===== src/rtl/lab1_idiv_int_div_base_if.sv =====
// Request/response stream bundle for the lab1 iterative divider:
// {dividend, divisor} in, {remainder, quotient} out, both val/rdy handshaked.
interface lab1_idiv_int_div_base_if;
    logic        istream_val;
    logic        istream_rdy;
    logic [63:0] istream_msg;
    logic        ostream_val;
    logic        ostream_rdy;
    logic [63:0] ostream_msg;

    modport master (
        output istream_val,
        input  istream_rdy,
        output istream_msg,
        input  ostream_val,
        output ostream_rdy,
        input  ostream_msg
    );

    modport slave (
        input  istream_val,
        output istream_rdy,
        input  istream_msg,
        output ostream_val,
        input  ostream_rdy,
        output ostream_msg
    );
endinterface


===== src/rtl/lab1_idiv_int_div_base.sv =====
// Fixed-latency unsigned 32-bit restoring divider: one quotient bit per cycle,
// 32 iterations from accept to result-valid, one request in flight at a time.
module lab1_idiv_int_div_base (
    input  logic                          clk,
    input  logic                          reset,
    lab1_idiv_int_div_base_if.slave       io
);
    typedef enum logic [1:0] {
        IDLE = 2'd0,
        CALC = 2'd1,
        DONE = 2'd2
    } state_t;

    state_t      state;
    state_t      state_next;
    logic [32:0] rem;
    logic [31:0] quo;
    logic [31:0] dvs;
    logic [4:0]  cnt;
    logic        accept;
    logic [64:0] step;
    logic        unused_rem_msb;

    // One restoring iteration: shift the next dividend bit into the partial
    // remainder and keep the trial subtraction only if it did not borrow.
    function automatic logic [64:0] div_step(
        input logic [31:0] r,
        input logic [31:0] q,
        input logic [31:0] d
    );
        logic [32:0] s;
        logic [32:0] t;
        s = {r, q[31]};
        t = s - {1'b0, d};
        if (!t[32])
            div_step = {t, q[30:0], 1'b1};
        else
            div_step = {s, q[30:0], 1'b0};
    endfunction

    assign accept = io.istream_val && (state == IDLE);
    assign step   = div_step(rem[31:0], quo, dvs);

    always_comb begin
        state_next = state;
        case (state)
            IDLE:    if (io.istream_val) state_next = CALC;
            CALC:    if (cnt == 5'd31)   state_next = DONE;
            DONE:    if (io.ostream_rdy) state_next = IDLE;
            default: state_next = IDLE;
        endcase
    end

    always_ff @(posedge clk) begin
        if (reset) begin
            state <= IDLE;
            rem   <= '0;
            quo   <= '0;
            dvs   <= '0;
            cnt   <= '0;
        end else begin
            state <= state_next;
            if (accept) begin
                rem <= '0;
                quo <= io.istream_msg[63:32];
                dvs <= io.istream_msg[31:0];
                cnt <= '0;
            end else if (state == CALC) begin
                rem <= step[64:32];
                quo <= step[31:0];
                cnt <= cnt + 5'd1;
            end
        end
    end

    // Handshake outputs come only from the state register, never from inputs.
    assign io.istream_rdy = (state == IDLE);
    assign io.ostream_val = (state == DONE);
    assign io.ostream_msg = {rem[31:0], quo};

    // The partial remainder is always below the divisor, so its MSB stays 0.
    assign unused_rem_msb = rem[32];
endmodule


===== src/flat_wrapper.sv =====
// flat-port wrapper written by rule: the top's interface ports become plain ports
module lab1_idiv_int_div_base_flat 
  (clk, reset, io_istream_val, io_istream_rdy, io_istream_msg, io_ostream_val, io_ostream_rdy, io_ostream_msg);
  lab1_idiv_int_div_base_if io_i ();
  input  logic clk;
  input  logic reset;
  input wire logic [$bits(io_i.istream_val)-1:0] io_istream_val;
  output wire logic [$bits(io_i.istream_rdy)-1:0] io_istream_rdy;
  input wire logic [$bits(io_i.istream_msg)-1:0] io_istream_msg;
  output wire logic [$bits(io_i.ostream_val)-1:0] io_ostream_val;
  input wire logic [$bits(io_i.ostream_rdy)-1:0] io_ostream_rdy;
  output wire logic [$bits(io_i.ostream_msg)-1:0] io_ostream_msg;
  assign io_i.istream_val = io_istream_val;
  assign io_istream_rdy = io_i.istream_rdy;
  assign io_i.istream_msg = io_istream_msg;
  assign io_ostream_val = io_i.ostream_val;
  assign io_i.ostream_rdy = io_ostream_rdy;
  assign io_ostream_msg = io_i.ostream_msg;
  lab1_idiv_int_div_base u_core (.clk(clk), .reset(reset), .io(io_i));
endmodule

===== config.mk =====
export PLATFORM = sky130hd
export DESIGN_NAME = lab1_idiv_int_div_base_flat
export DESIGN_NICKNAME = d
export VERILOG_FILES = /design/src/rtl/lab1_idiv_int_div_base_if.sv /design/src/rtl/lab1_idiv_int_div_base.sv /design/src/flat_wrapper.sv
export SDC_FILE = /design/constraint.sdc
export NUM_CORES = 1
export LEC_CHECK = 0
export BUFFER_PORTS_ARGS = -buffer_cell sky130_fd_sc_hd__buf_2
export CORE_MARGIN = 5
export CORE_UTILIZATION = 57
export CTS_BUF_LIST = sky130_fd_sc_hd__clkbuf_8
export CTS_CLUSTER_DIAMETER = 80
export DETAILED_ROUTE_END_ITERATION = 8
export PLACE_DENSITY = 0.9
export SETUP_SLACK_MARGIN = 0.1
export SYNTH_ARGS = -nofsm -noshare
export SYNTH_HDL_FRONTEND = slang
export SYNTH_SLANG_ARGS = --single-unit

===== constraint.sdc =====
create_clock -name clk -period 3.9 [get_ports clk]
set_input_delay 0.39 -clock clk [delete_from_list [all_inputs] [get_ports clk]]
set_output_delay 0.39 -clock clk [all_outputs]
set_load 0.01 [all_outputs]

[Word level (Yosys, flattened, before mapping)]
Index checks and enable logic that the tools add are counted.
Storage, ports and cells
  register bits: 103
Cells by class
  multiplexer cells: 7
  eq/ne operators: 6
  add/subtract/negate cells: 2
  reduce and logical (&&, ||, !) cells: 5
Operators by type and width (number)
  32-bit two-way mux: 2
  64-bit two-way mux: 1
  33-bit by 32-bit subtractor with 33-bit output: 1
  2-bit two-way mux: 3
  2-bit case mux with 3 select lines: 1
  5-bit by 1-bit adder with 5-bit output (second input constant): 1
  5-bit equality test (second input constant): 1
  2-bit by 1-bit inequality test with 1-bit output (second input constant): 2
  3-bit AND reduction: 1
  2-bit by 1-bit equality test with 1-bit output (second input constant): 1
  2-bit equality test (second input constant): 1
  2-bit zero test: 1
  2-bit inequality test (second input constant): 1
  2-bit nonzero test: 1
  2-bit OR reduction: 1
  1-bit logical AND: 1

[Longest topological paths before layout]
Gate-level depths: netlist of run 1.
  depth in word-level cells: 4
  depth in mapped cells: 15
  gate-level depth less buffers: 13

[Worst setup path after synthesis of run 1]
No wires, ideal clock.
  path type: flip-flop to flip-flop
  start: reg u_core.quo[31]
  end: reg u_core.rem[30]
  arrival: 2.821 ns
  clock period less this slack: 2.890 ns
  setup time: 0.070 ns
  path slack: 1.010 ns
  cell stages (with the launch flop): 14
  cell sequence: dfxtp_1 -> inv_1 -> ha_1 -> fa_1 -> nand2b_1 -> a21o_1 -> and3_1 -> o21ba_2 -> o21ba_1 -> o21ba_2 -> o311ai_1 -> xor2_1 -> mux2i_1 -> a21oi_1
Between the ends
  cells in the longest elaborated chain, start to end: 2
Ends and longest elaborated chain
  start, declared: line lab1_idiv_int_div_base.sv:17  | logic [31:0] quo;
  start signal, assigned: line lab1_idiv_int_div_base.sv:65  | quo <= io.istream_msg[63:32];
  start signal, assigned: line lab1_idiv_int_div_base.sv:70  | quo <= step[31:0];
  33-bit by 32-bit subtractor with 33-bit output: line lab1_idiv_int_div_base.sv:34  | t = s - {1'b0, d};
  64-bit two-way mux: line lab1_idiv_int_div_base.sv:35  | if (!t[32])
  end signal, assigned: line lab1_idiv_int_div_base.sv:69  | rem <= step[64:32];
  end, declared: line lab1_idiv_int_div_base.sv:16  | logic [32:0] rem;
No other way between the ends.
A chain may end at the register's enable or synchronous reset.

[Final worst setup path of run 1]
  start: reg u_core.quo[31]
  end: reg u_core.rem[13]
Same word-level chain as after synthesis.

==> Implementation_results.wiki, run 1 <==
{| class="wikitable"
! Metric !! Value
|-
| Result of the run || complete, no violations
|-
| Count of unresolved DRC violations after routing || 0
|-
| Resized Gates After CTS || 0
|-
| Final Total Pwr || 2972 µW
|-
| Half-perimeter wire length after detailed placement || between 10 and 15 mm
|-
| Worst min-delay path startpoint || io_istream_msg[4]
|-
| Kind of cell adding the most delay to the critical path || compound AO/OA/AOI/OAI gates
|-
| Yosys cell types || 57
|-
| Diode count || 0
|-
| Largest fanout on the critical path || 20
|-
| Timing endpoint of the critical path || u_core.rem[13]
|-
| Fraction of final layout cells with drive strength greater than 1 || 0.1986
|-
| Kind of end point of the critical path || flop
|-
| Post-route setup TNS || 0 ns
|-
| Core Rows || 37
|-
| Data required time at the worst endpoint || approximately 4.2 ns
|-
| Number of buffers created by CTS || 9
|-
| Power density over the cells || around 440 nW/µm²
|-
| Most common cell in the netlist || nand2_1
|-
| Flops & latches, synth || just over 100
|-
| Post-Synth XOR/XNOR Area || 0.04319
|-
| Final WL || 15.12 mm
|-
| Clock-pin slew reported for the worst setup and hold paths after clock tree synthesis || 0.10 ns
|-
| CTS Root Buffer Type || clkbuf_8
|-
| Crit path largest cell delay || 0.40 ns
|-
| Number of port buffers || 133
|-
| Slew of the pin with the lowest slew margin || 0.7751 ns
|-
| Number of synthesized flops with an enable pin || 0
|-
| Slew headroom || 0.4814
|-
| Average instance area after synthesis || 7.931 µm²
|-
| Hold buffers post-CTS || 0
|-
| Worst Setup Slack post-DPL || about 0.78 ns
|-
| Worst setup path category || flop to flop
|-
| DR WL/cell || 15.32 µm
|-
| Depth of the worst hold-timing path || 3
|-
| Setup WS post-layout || slightly above 0.7 ns
|-
| I/O pin total || between 100 and 150
|-
| Post-synthesis instance area || 6083 µm²
|-
| Dominant combinational cell family by area after synthesis || compound AO/OA/AOI/OAI gates
|-
| Buf+Inv Stages, Crit Path || 2
|-
| Sequential share of the synthesized area || 0.3390
|-
| Wire length of the first global-routing pass || ~25 mm
|-
| Chip height || 113.3 µm
|-
| CP Data Arrival Time || ~3.5 ns
|-
| Number of max-cap violations || 0
|-
| Maximum clock skew at final layout || 0.01129 ns
|-
| Global routing usage summed across all routing layers || 0.2320
|-
| R2r startpoint || u_core.quo[31]
|-
| Power share of the combinational group || 0.392
|-
| Max rail drop VDD || 0.0002824 V
|-
| Largest net degree at the start of global routing || 64
|-
| Logic depth of the worst setup path including buffers || 14
|-
| First-pass detailed-route iteration total || 5
|-
| Share of the synthesized area in the top cell type || 0.3390
|-
| Starting density of the core || 0.5866
|-
| Ordered cell list for the critical path || inv_1 > ha_1 > fa_1 > nand2b_1 > a21o_1 > and3_1 > o21ai_0 > and2_1 > o211ai_1 > a211oi_4 > buf_4 > o21ai_0 > o211ai_1 > a21oi_1
|-
| Commonest cells in the synthesized netlist || 128 x nand2_1, 110 x a21oi_1, 103 x dfxtp_1
|-
| Area share of and/or/nand/nor cells after synthesis || 0.1534
|-
| Post-synth ARST share || 0
|-
| Crit path max-delay cell type || fa_1
|-
| Max Clk Rate || 0.3134 GHz
|-
| Sequential share of power || 0.398
|-
| Gate count after technology mapping || 767
|-
| Top cells by area, synth || dfxtp_1 34%, a21oi_1 9.0%, nand2_1 7.9%, ha_1 7.0%, mux2i_1 4.6%
|-
| Total internal power || 1869 µW
|-
| Sw Share || 0.3713
|-
| Residual overflow from global routing || 0
|-
| Share of cell area taken by muxes after synthesis || 0.04607
|-
| Primary flip-flop cell chosen by synthesis mapping || dfxtp_1
|-
| Number of pins exceeding their max-slew limit in the final report || 0
|-
| Worst-skew pair later-pin latency || 0.39 ns
|-
| RSZ-0062 raised after global routing || false
|-
| Worst setup path startpoint || u_core.quo[31]
|-
| Number of global-route vias before repair || approximately 5400
|-
| Net Count, Synth || 870
|-
| Final layout net count || between 900 and 1000
|-
| Ys Warns || 0
|-
| Total setup buffers inserted after CTS || 0
|-
| Switch Pwr || 1103 µW
|-
| Number of endpoints with negative hold slack in the final report || 0
|-
| Startpoint type of the worst setup path || flop
|-
| Post-synthesis adder-cell area fraction || 0.07322
|-
| Routability congestion estimate || approximately 0.87
|-
| Number of cells on the worst reg-to-reg path || 14
|-
| Initial antenna violation count || 0
|-
| Number of violations reported at the end of detailed-routing iteration 0 || 398
|-
| Number of H-tree levels || 3
|-
| Synth Area in Compound Gates || 0.2485
|-
| Number of buffers on the longest clock path || 2
|-
| DR vias || around 5600
|-
| Remaining number of nets flagged by the antenna check after routing || 0
|-
| Final setup violation count || 0
|-
| Share of the clock period used by the worst path || 0.8183
|-
| Layout overhead on the synthesized area || 10.67%
|-
| Setup slack of the most critical reg-to-reg path || a little over 0.7 ns
|-
| Leading area contributor after synthesis || dfxtp_1
|-
| Vias per inst || 5.629
|-
| R2r endpoint || u_core.rem[13]
|-
| DIE WIDTH || approximately 110 µm
|-
| Min-Delay Path Class || input pin to flop
|-
| Leak pwr || 0.003005 µW
|-
| Period minus WS final || 3.191 ns
|-
| Core Box Area || between 10000 and 15000 µm²
|-
| Number of sinks handled by clock tree synthesis || 103
|-
| Area of the die || 12840 µm²
|-
| Clock network fraction of total power || 0.210
|-
| TritonCTS clock tree || yes
|}
-- layout make-up --
class,count,area (µm²)
fillers,906,3637
multi-input cells,552,3452
flip-flops and latches,103,2062
repair buffers,142,733.2
well taps,136,170.2
inverters,38,142.6
clock buffers,9,123.9
clock inverters,7,48.80
-- worst min path at each step --
stage	endpoint	slack (ns)
after floorplan	u_core.dvs[10]	0.44
after global placement	u_core.dvs[20]	0.44
after detailed placement	u_core.dvs[12]	0.45
final	u_core.dvs[4]	0.22
after CTS	u_core.dvs[4]	0.22
after global routing	u_core.dvs[8]	0.23
-- layout by cell type, fill, tap and decap left out, types with 2 or more instances in the layout --
master / count
a211oi_1: 17
a21o_1: 14
a21oi_1: 110
a221o_1: 2
a221oi_1: 2
a22oi_1: 32
a31oi_1: 4
a41oi_1: 2
and2_1: 4
and3_1: 7
buf_2: 133
buf_4: 9
clkbuf_8: 9
clkinvlp_4: 3
dfxtp_1: 103
ha_1: 34
inv_1: 39
mux2i_1: 28
nand2_1: 128
nand2b_1: 6
nand3_1: 6
nand4_1: 5
nor2_1: 40
nor2b_1: 5
nor3_1: 5
o211ai_1: 6
o21a_1: 3
o21ai_0: 24
o21ai_1: 2
o21ba_2: 2
o311ai_0: 3
o31ai_1: 3
or2_2: 3
xnor2_1: 20
xor2_1: 10
-- sequential cells by signal, summed over array words and instances (netlist names) --
name          cells
u_core.quo       32
u_core.rem       32
u_core.state      2
u_core.dvs       32
u_core.cnt        5
-- per-layer routing --
metal | global-route usage | vias to the layer above | share of wire
li1 | - | 2802 | -
met1 | 0.2843 | 2558 | 0.42
met2 | 0.3957 | 167 | 0.49
met3 | 0.05508 | 29 | 0.070
met4 | 0.08574 | 0 | 0.022
met5 | 0 | - | 0
-- worst register-to-register path, cell delays in order (launching register included) --
cell and delay (ns):
dfxtp_1 0.38, inv_1 0.06, ha_1 0.23, fa_1 0.40, nand2b_1 0.18, a21o_1 0.18
and3_1 0.16, o21ai_0 0.15, and2_1 0.19, o211ai_1 0.16, a211oi_4 0.27, buf_4 0.35
o21ai_0 0.15, o211ai_1 0.12, a21oi_1 0.09
-- cells by family after synthesis --
| kind of cell | Yosys count |
|---|---|
| XOR/XNOR | 30 |
| adder cells (fa/ha/maj) | 35 |
| AND/OR/NAND/NOR | 218 |
| multiplexers | 28 |
| AO/OA/AOI/OAI | 241 |
| flip-flops | 103 |
| buffers and inverters | 112 |
-- stage by stage --
step / std cells / hold slack, ns / util / instance area (µm²)
global route: 987 / 0.2318 / 0.6493 / 6733
detailed placement: 971 / 0.4469 / 0.6326 / 6560
finish: 987 / 0.2248 / 0.6493 / 6733
global placement: 971 / 0.4423 / 0.6326 / 6560
floorplan: 767 / 0.4363 / - / 6083
CTS: 987 / 0.2216 / 0.6493 / 6733
-- power by group through the flow --
stage | combinational (µW) | clock [µW] | sequential (µW)
after CTS | 1160 | 630 | 1180
after global placement | 1120 | 0 | 1200
after floorplan | 947 | 0 | 1200
after global routing | 1290 | 669 | 1190
after detailed placement | 1150 | 0 | 1210
final | 1170 | 624 | 1180
No activity file was read; power rests on OpenSTA's default activity.
==> run 2, diff against run 1 <==
--- a/config.mk
+++ b/config.mk
@@ -5,9 +5,10 @@
 export SDC_FILE = /design/constraint.sdc
 export NUM_CORES = 1
 export LEC_CHECK = 0
+export ABC_AREA = 1
 export BUFFER_PORTS_ARGS = -buffer_cell sky130_fd_sc_hd__buf_2
 export CORE_MARGIN = 5
-export CORE_UTILIZATION = 57
+export CORE_UTILIZATION = 58
 export CTS_BUF_LIST = sky130_fd_sc_hd__clkbuf_8
 export CTS_CLUSTER_DIAMETER = 80
 export DETAILED_ROUTE_END_ITERATION = 8
==> constraint.sdc (replaced) <==
create_clock -name clk -period 3.2 [get_ports clk]
set_input_delay 0.32 -clock clk [delete_from_list [all_inputs] [get_ports clk]]
set_output_delay 0.32 -clock clk [all_outputs]
set_load 0.01 [all_outputs]
==> Implementation_results.wiki, run 2 <==
{| class="wikitable"
! Metric !! Value
|-
| Share of the clock period used by the worst path || 0.8391 (+0.02086)
|-
| Number of violations reported at the end of detailed-routing iteration 0 || 382 (-4.0%)
|-
| Sequential share of power || 0.408 (+0.010)
|-
| Final WL || 17.60 mm (+16%)
|-
| Result of the run || complete, no violations
|-
| Number of cells on the worst reg-to-reg path || 18 (+4)
|-
| Slew of the pin with the lowest slew margin || 1.229 ns (+0.4535 ns)
|-
| Number of sinks handled by clock tree synthesis || 103 (unchanged)
|-
| Ys Warns || 0 (unchanged)
|-
| Vias per inst || 4.993 (-11%)
|-
| Net Count, Synth || 1271 (+46%)
|-
| Worst min-delay path startpoint || io_istream_msg[42]
|-
| Global routing usage summed across all routing layers || 0.2465 (+0.01453)
|-
| Number of buffers on the longest clock path || 2 (unchanged)
|-
| Total internal power || 2096 µW (+12%)
|-
| Number of endpoints with negative hold slack in the final report || 0 (unchanged)
|-
| Share of the synthesized area in the top cell type || 0.2878 (-0.05120)
|-
| Most common cell in the netlist || nand2_1
|-
| Initial antenna violation count || 2 (+2)
|-
| TritonCTS clock tree || yes
|-
| Number of port buffers || 133 (unchanged)
|-
| Setup WS post-layout || 0.5148 ns (-0.1940 ns)
|-
| Residual overflow from global routing || 0 (unchanged)
|-
| Kind of end point of the critical path || flop
|-
| Min-Delay Path Class || input pin to flop
|-
| Length of routed met3 wiring || 1.260 mm (+19%)
|-
| Wire length of the first global-routing pass || 30.13 mm (+22%)
|-
| Chip height || 121.2 µm (+6.9%)
|-
| Leading area contributor after synthesis || dfxtp_1
|-
| Highest signal layer in the routed design || met5
|-
| Core Rows || 40 (+8.1%)
|-
| Final setup violation count || 0 (unchanged)
|-
| Post-synthesis instance area || 7166 µm² (+18%)
|-
| Hold Crit Endpoint || u_core.quo[10]
|-
| Depth of the worst hold-timing path || 3 (unchanged)
|-
| Largest regs || u_core.dvs x32, u_core.quo x32, u_core.rem x32
|-
| Commonest cells in the synthesized netlist || 427 x nand2_1, 185 x inv_1, 120 x nor2_1
|-
| Maximum clock skew at final layout || 0.01429 ns (+0.002994 ns)
|-
| Average instance area after synthesis || 6.135 µm² (-23%)
|-
| Number of synthesized flops with an enable pin || 0 (unchanged)
|-
| Startpoint type of the worst setup path || flop
|-
| Power density over the cells || 445.7 nW/µm² (+0.98%)
|-
| Worst setup path category || flop to flop
|-
| Max Clk Rate || 0.3724 GHz (+19%)
|-
| Number of global-route vias before repair || 6840 (+28%)
|-
| Power share of the combinational group || 0.370 (-0.022)
|-
| R2r startpoint || u_core.quo[31]
|-
| Setup slack of the most critical reg-to-reg path || 0.51 ns (-0.19 ns)
|-
| Slew headroom || 0.1801 (-0.3013)
|-
| Total setup buffers inserted after CTS || 0 (unchanged)
|-
| Diode count || 0 (unchanged)
|-
| DR vias || 7085 (+28%)
|-
| Post-synth ARST share || 0 (unchanged)
|-
| Hold buffers post-CTS || 0 (unchanged)
|-
| Largest net degree at the start of global routing || 67 (+4.7%)
|-
| Final layout net count || 1350 (+42%)
|-
| Worst-skew pair later-pin latency || 0.40 ns (about the same)
|-
| Fraction of final layout cells with drive strength greater than 1 || 0.1575 (-0.04112)
|-
| Gate count after technology mapping || 1168 (+52%)
|-
| Primary flip-flop cell chosen by synthesis mapping || dfxtp_1
|-
| First-pass detailed-route iteration total || 5 (unchanged)
|-
| Post-detailed-placement cell area || 7664 µm² (+17%)
|-
| Number of H-tree levels || 3 (unchanged)
|-
| Switch Pwr || 1398 µW (+27%)
|-
| Post-Place Cells || 1404 (+45%)
|-
| Sw Share || 0.4001 (+0.02880)
|-
| Design Area, Final || 7839 µm² (+16%)
|-
| CP Data Arrival Time || 3.01 ns (-0.45 ns)
|-
| Clock-pin slew reported for the worst setup and hold paths after clock tree synthesis || 0.11 ns (about the same)
|-
| Layout overhead on the synthesized area || 9.394%
|-
| Data required time at the worst endpoint || 3.53 ns (-0.63 ns)
|-
| WHS || 0.1753 ns (-0.04944 ns)
|-
| Resized Gates After CTS || 0 (unchanged)
|-
| R2r endpoint || u_core.rem[30]
|-
| Filler cell count in the final layout || 1111 (+23%)
|-
| Commonest cells after routing, fill and taps aside || 426 x nand2_1, 185 x inv_1, 133 x buf_2
|-
| Largest fanout on the critical path || 33 (+65%)
|-
| Starting density of the core || 0.5941 (+0.007456)
|-
| Area of combinational cells with multiple inputs || 3979 µm² (+15%)
|-
| Clock network fraction of total power || 0.221 (+0.011)
|-
| Yosys cell types || 38 (-33%)
|-
| Top cells by area, synth || dfxtp_1 29%, nand2_1 22%, inv_1 9.7%, nor2_1 6.3%, ha_1 5.9%
|-
| Routability congestion estimate || 0.9241 (+6.1%)
|-
| Length of routed wiring on met1 || 7.920 mm (+24%)
|-
| Non-filler cells, final || 1419 (+44%)
|-
| Worst Setup Slack post-DPL || 0.6241 ns (-0.1578 ns)
|-
| Area of the die || 14680 µm² (+14%)
|-
| Count of unresolved DRC violations after routing || 0 (unchanged)
|-
| Number of pins exceeding their max-slew limit in the final report || 0 (unchanged)
|-
| I/O pin total || 134 (unchanged)
|-
| RSZ-0062 raised after global routing || false
|-
| Most frequent standard cell in the layout excluding fill and tap cells || nand2_1
|-
| Sequential share of the synthesized area || 0.2878 (-0.05120)
|-
| Leak pwr || 0.004240 µW (+41%)
|-
| DIE WIDTH || 121.2 µm (+6.9%)
|-
| Number of max-cap violations || 0 (unchanged)
|-
| DR WL/cell || 12.40 µm (-19%)
|-
| Max rail drop VDD || 0.0002496 V (-12%)
|-
| Routed met2 length || 8.094 mm (+10%)
|-
| Core Box Area || 12060 µm² (+16%)
|-
| Post-route setup TNS || 0 ns (unchanged)
|-
| Remaining number of nets flagged by the antenna check after routing || 0 (unchanged)
|-
| CTS Root Buffer Type || clkbuf_8
|-
| Number of buffers created by CTS || 9 (unchanged)
|-
| Half-perimeter wire length after detailed placement || 13.52 mm (+24%)
|-
| Flops & latches, synth || 103 (unchanged)
|-
| Reg area || 2062 µm² (unchanged)
|-
| Period minus WS final || 2.685 ns (-0.5060 ns)
|}
## run 2: changes by cell type after synthesis, sizes merged, moves of 32 or more
cell / change
a21oi: -73
a22oi: -32
inv: +148
nand2: +322
nand3: +53
nor2: +86
## run 2: final cells by class
type | instances | area share
repair buffers | 138 | 0.08970
clock inverters | 6 | 0.006544
well taps | 168 | 0.02682
flip-flops and latches | 103 | 0.2630
inverters | 189 | 0.09050
multi-input cells | 806 | 0.5076
clock buffers | 9 | 0.01580
## run 2: worst max-delay path by stage
| stage | startpoint | end |
|---|---|---|
| 2_1_floorplan | u_core.quo[31] | u_core.rem[29] |
| 3_3_place_gp | u_core.quo[31] | u_core.rem[29] |
| 3_5_place_dp | u_core.quo[31] | u_core.rem[30] |
| 4_1_cts | u_core.quo[31] | u_core.rem[30] |
| 5_1_grt | u_core.quo[31] | u_core.rem[29] |
| 6_report | u_core.quo[31] | u_core.rem[30] |
## run 2: metal layers
layer  up-vias  GRT usage
li1       3696          -
met1      3156     0.3056
met2       197     0.4206
met3        32    0.05688
met4         4    0.08403
met5         -          0
## run 2: power groups by stage
| stage | registers [µW] | logic, µW | clock network [µW] |
|---|---|---|---|
| after floorplan | 1450 | 1020 | 0 |
| after global placement | 1450 | 1260 | 0 |
| after detailed placement | 1450 | 1290 | 0 |
| after CTS | 1430 | 1290 | 785 |
| after global routing | 1440 | 1480 | 834 |
| final | 1430 | 1290 | 772 |
## run 2: cells by family after synthesis
family	count (synthesis)	share of synthesized area
buffers and inverters	259	0.1587
flip-flops	103	0.2878
adder cells (fa/ha/maj)	35	0.06216
XOR/XNOR	19	0.02322
AO/OA/AOI/OAI	104	0.09429
AND/OR/NAND/NOR	648	0.3738
## run 2: stage by stage
step,total power (µW),util
final,3494,0.6499
after global routing,3748,0.6499
after CTS,3507,0.6499
after detailed placement,2741,0.6354
after global placement,2712,0.6354
after floorplan,2471,-
## run 2: worst max-delay path, stage by stage, from the launching register on
cell and delay (ns):
dfxtp_1 0.39, inv_1 0.07, ha_1 0.24, fa_1 0.38
inv_1 0.08, nand2_1 0.08, nand2_1 0.16, nand3_2 0.09
nand2_2 0.11, nand2_2 0.07, nand2_4 0.09, nand2_4 0.08
nand2_4 0.09, nand2_8 0.07, nand2_8 0.19, nand2_1 0.15
nand2_1 0.10, nand2_1 0.06, a21oi_1 0.12
